### src/rtl/sumador_serie_ctrl.sv
// Bit-serial adder controller: shifts two latched operands LSB-first through a full adder,
// keeping the running carry in an external 1-bit carry memory (salida/wm/ce out, carry_mem in).
module sumador_serie_ctrl #(
  parameter int N = 8
) (
  input  logic         clk,
  input  logic         reset,
  input  logic         start,
  input  logic [N-1:0] a,
  input  logic [N-1:0] b,
  input  logic         cin,
  input  logic         carry_mem,
  output logic         salida,
  output logic         wm,
  output logic         ce,
  output logic [N-1:0] sum,
  output logic         cout,
  output logic         busy,
  output logic         done
);

  localparam int CW = $clog2(N + 1);

  typedef enum logic [1:0] {IDLE, INIT, SHIFT, FIN} state_t;

  state_t         state;
  state_t         nextState;
  logic [N-1:0]   aShift;
  logic [N-1:0]   bShift;
  logic           cinReg;
  logic [CW-1:0]  count;
  logic           bitSum;
  logic           bitCarry;
  logic           lastBit;

  // Full adder on the current LSBs; the carry-in comes back from the external carry memory
  always_comb begin
    bitSum   = aShift[0] ^ bShift[0] ^ carry_mem;
    bitCarry = (aShift[0] & bShift[0]) | (aShift[0] & carry_mem) | (bShift[0] & carry_mem);
    lastBit  = (count == CW'(N - 1));
  end

  always_ff @(posedge clk or negedge reset) begin
    if (!reset) begin
      state <= IDLE;
    end else begin
      state <= nextState;
    end
  end

  always_comb begin
    nextState = state;
    case (state)
      IDLE:    if (start) nextState = INIT;
      INIT:    nextState = SHIFT;
      SHIFT:   if (lastBit) nextState = FIN;
      FIN:     nextState = IDLE;
      default: nextState = IDLE;
    endcase
  end

  // In INIT the carry memory is preloaded with the captured carry-in
  always_comb begin
    salida = 1'b0;
    wm     = 1'b0;
    ce     = 1'b0;
    busy   = 1'b0;
    done   = 1'b0;
    case (state)
      INIT: begin
        salida = cinReg;
        wm     = 1'b1;
        ce     = 1'b1;
        busy   = 1'b1;
      end
      SHIFT: begin
        salida = bitCarry;
        wm     = 1'b1;
        ce     = 1'b1;
        busy   = 1'b1;
      end
      FIN: begin
        done = 1'b1;
      end
      default: begin
      end
    endcase
  end

  // Sum enters at the MSB so that after N shifts bit i has landed in sum[i]
  always_ff @(posedge clk or negedge reset) begin
    if (!reset) begin
      aShift <= '0;
      bShift <= '0;
      cinReg <= 1'b0;
      count  <= '0;
      sum    <= '0;
      cout   <= 1'b0;
    end else begin
      case (state)
        IDLE: begin
          if (start) begin
            aShift <= a;
            bShift <= b;
            cinReg <= cin;
          end
        end
        INIT: begin
          count <= '0;
        end
        SHIFT: begin
          aShift <= aShift >> 1;
          bShift <= bShift >> 1;
          sum    <= N'({bitSum, sum} >> 1);
          count  <= count + CW'(1);
          if (lastBit) cout <= bitCarry;
        end
        default: begin
        end
      endcase
    end
  end

endmodule

### config.mk
export PLATFORM = sky130hd
export DESIGN_NAME = sumador_serie_ctrl
export DESIGN_NICKNAME = d
export VERILOG_FILES = /design/src/rtl/sumador_serie_ctrl.sv
export SDC_FILE = /design/constraint.sdc
export NUM_CORES = 1
export LEC_CHECK = 0
export BUFFER_PORTS_ARGS = -buffer_cell sky130_fd_sc_hd__buf_2
export CAP_MARGIN = 20
export CORE_ASPECT_RATIO = 1.25
export CORE_MARGIN = 1
export CORE_UTILIZATION = 40
export CTS_CLUSTER_DIAMETER = 150
export DETAILED_ROUTE_END_ITERATION = 6
export SETUP_SLACK_MARGIN = 0.02
export SYNTH_ARGS = -nofsm -noshare
export SYNTH_HDL_FRONTEND = slang
export SYNTH_SLANG_ARGS = --single-unit
### constraint.sdc
create_clock -name clk -period 1.6 [get_ports clk]
set_input_delay 0.24 -clock clk [delete_from_list [all_inputs] [get_ports clk]]
set_output_delay 0.24 -clock clk [all_outputs]
set_load 0.1 [all_outputs]
==> results.yml <==
status:
  status: "finished with violations"
  violations: "negative setup slack"
yosys:
  yosys_warnings: 0
  synth_edf_count: 0
  yosysTopAreaCell: "dfrtp_1"
  synth_area_leaders: "dfrtp_1 (51%), mux2i_1 (8.9%), mux2_2 (7.8%), o21ai_0 (5.7%), nand2_1 (4.3%)"
  synthesis.nets: 162
  syn_area_um2: 1580
  synthDistinctLibCells: 29
  synth.avg_cell_area_um2: 11.7
  synth_most_common_cell: "dfrtp_1"
  async_flop_share_pct: 100
  synth_top_area_share_pct: 50.6
  synth_ff_type: "dfrtp_1"
  syn_inst: 135
  ys_seq_area_share_pct: 50.6
  ys_top_cells_by_count: "dfrtp_1 (32), nand2_1 (18), o21ai_0 (18)"
  yosys_register_bits: 32
worst_setup_path:
  slowest_stage: "dfrtp_1"
  cp-start-kind: "flip-flop"
  worst-path-buf-inv: 1
  critPathArrivalTime_ns: 1.50
  cp-end-kind: "primary output"
  crit_family: "flip-flops"
  regToRegEndpoint: "state[1]"
  reg2reg_slack_ns: 0.09
  reg2regPathDepth: 5
  max_stage_delay_ns: 0.40
  crit_type: "reg -> out"
  path_depth: 4
  path_max_fanout: 2
  cp_cell_sequence: "fa_2 > a22oi_2 > nor2b_4 > buf_12"
  r2r-start: "state[1]"
  worstPathRequired_ns: 1.36
timing:
  setup_ws_ns: -0.135
  max_freq_mhz: 576
  finalMaxSlewViolations: 0
  setup_viol: 4
  skew_ns: 0.00486
  rsz0062_at_grt: "true"
  setup_tns_ns: -0.151
  slew_headroom_pct: 52.7
  period_minus_slack_ns: 1.74
  fin_crit_sh_pct: 108
  tightest_slew_ns: 0.710
  hold_viol: 0
  hold_ws_ns: 0.0109
finish:
  num_antenna_cells: 0
  n_fill_cell: 350
  drive_gt1_share_pct: 41.6
  layout.nets: 204
  area_delta_synth_final_pct: 27.9
die:
  core_area_um2: 3780
  die_area_um2: 4210
  ios: 35
  start_util_pct: 41.8
  die_h_um: 72.3
  rows: 25
  die_x_um: 58.2
detailed_routing:
  drt_wl_total_mm: 2.69
  drc: 0
  vias_per_cell: 4.76
  antenna_left: 0
  drtIter0Drc: 45
  routed-via-count: 1104
  wl_per_cell_um: 11.6
  firstDrtPassIters: 4
cts:
  hold_buffers: 0
  cts_tree: "done"
  cts-root-buf: "clkbuf_8"
  ctsHtreeMaxLevel: 2
  numClockSinks: 32
  clockBufferDepth: 2
  path_clk_slew_ns: 0.06
  cts_buffers: 5
  clock_latency_ns: 0.28
placed_design:
  port_buffers: 34
  dp_hpwl_mm: 1.96
  place_congestion: 0.760
global_route:
  grt_max_degree: 33
  antenna_found_initial: 0
  track_usage_pct: 15.1
  grt_overflow: 0
  grt_pass1_vias: 1102
  grt_first_pass_wirelength_mm: 4.75
run:
  cap_violations: 0
min_path:
  hp-class: "in -> async"
-- layer usage --
layer  up-vias  wire length [um]  GRT usage, %
li1        549                 -             -
met1       523              1160          18.3
met5         -                 0             0
met3         5               121          4.81
met2        27              1360          24.3
met4         0                43          7.14
-- how the worst max path moves through the flow --
stage	from	endpoint	slack (ns)
2_1_floorplan	state[0]	salida	-0.29
3_3_place_gp	carry_mem	salida	-0.0002
3_5_place_dp	carry_mem	salida	0.02
4_1_cts	aShift[0]	salida	-0.16
5_1_grt	aShift[0]	salida	-0.20
6_report	aShift[0]	salida	-0.14
-- area by class of cell --
type | count | area [um^2] | share of cell area, %
clock buffer | 8 | 90.1 | 4.45
inverter | 5 | 18.8 | 0.928
multi-input combinational | 88 | 714 | 35.3
sequential | 32 | 801 | 39.6
tap | 54 | 67.6 | 3.34
timing repair buffer | 45 | 332 | 16.4
-- metrics by stage --
stage / cells / util [%] / cell area [um^2] / worst slack [ns]
floorplan: 135 / - / 1610 / -0.287
global placement: 221 / 49.8 / 1880 / -0.000187
detailed placement: 221 / 49.8 / 1880 / 0.0208
CTS: 231 / 53.0 / 2010 / -0.159
global route: 232 / 53.5 / 2020 / -0.203
finish: 232 / 53.5 / 2020 / -0.135
-- repair_timing --
item | in CTS | in global routing
resized for setup | 5 | 1
setup endpoints to repair | 4 | 12
pin swaps | 2 | 1
cloned | 0 | 0
setup buffers | 2 | 1
hold endpoints to repair | 0 | 0
-- sequential cells by signal, indices dropped and copies added, names as in the netlist --
name	count
cinReg	1
sum	8
state	2
aShift	8
bShift	8
cout	1
count	4
-- kinds of logic (layout without fill, tap and decap cells) --
logic type | count (synthesis) | count (layout) | share of synthesized area [%]
compound gates | 26 | 26 | 9.57
fa+ha+maj | 6 | 6 | 5.22
buf+inv | 15 | 58 | 6.72
flops | 32 | 32 | 50.6
mux | 26 | 26 | 18.1
simple gates | 30 | 30 | 9.73
-- cell usage in the layout (no fill, tap or decap) --
cell       instances
mux2_2            11
fa_2               1
a21oi_1            1
and2b_1            1
buf_4             10
a31oi_1            2
clkbuf_8           6
nand3_1            4
mux2i_4            1
clkbuf_1           2
o22a_2             1
mux2i_1           14
a22oi_2            1
nand3b_1           2
buf_2             29
nand2b_1           1
buf_12             5
and2b_2            1
ha_4               2
o2bb2ai_1          1
o311ai_0           1
o21ai_0           18
nand2_1           18
o21ai_2            1
dfrtp_1           32
inv_1              3
nor2b_4            2
buf_6              1
inv_2              2
nand4b_1           1
ha_1               3
Power is not shown: default switching activity piles up to over one toggle a cycle in this logic, so the estimate is an artifact.
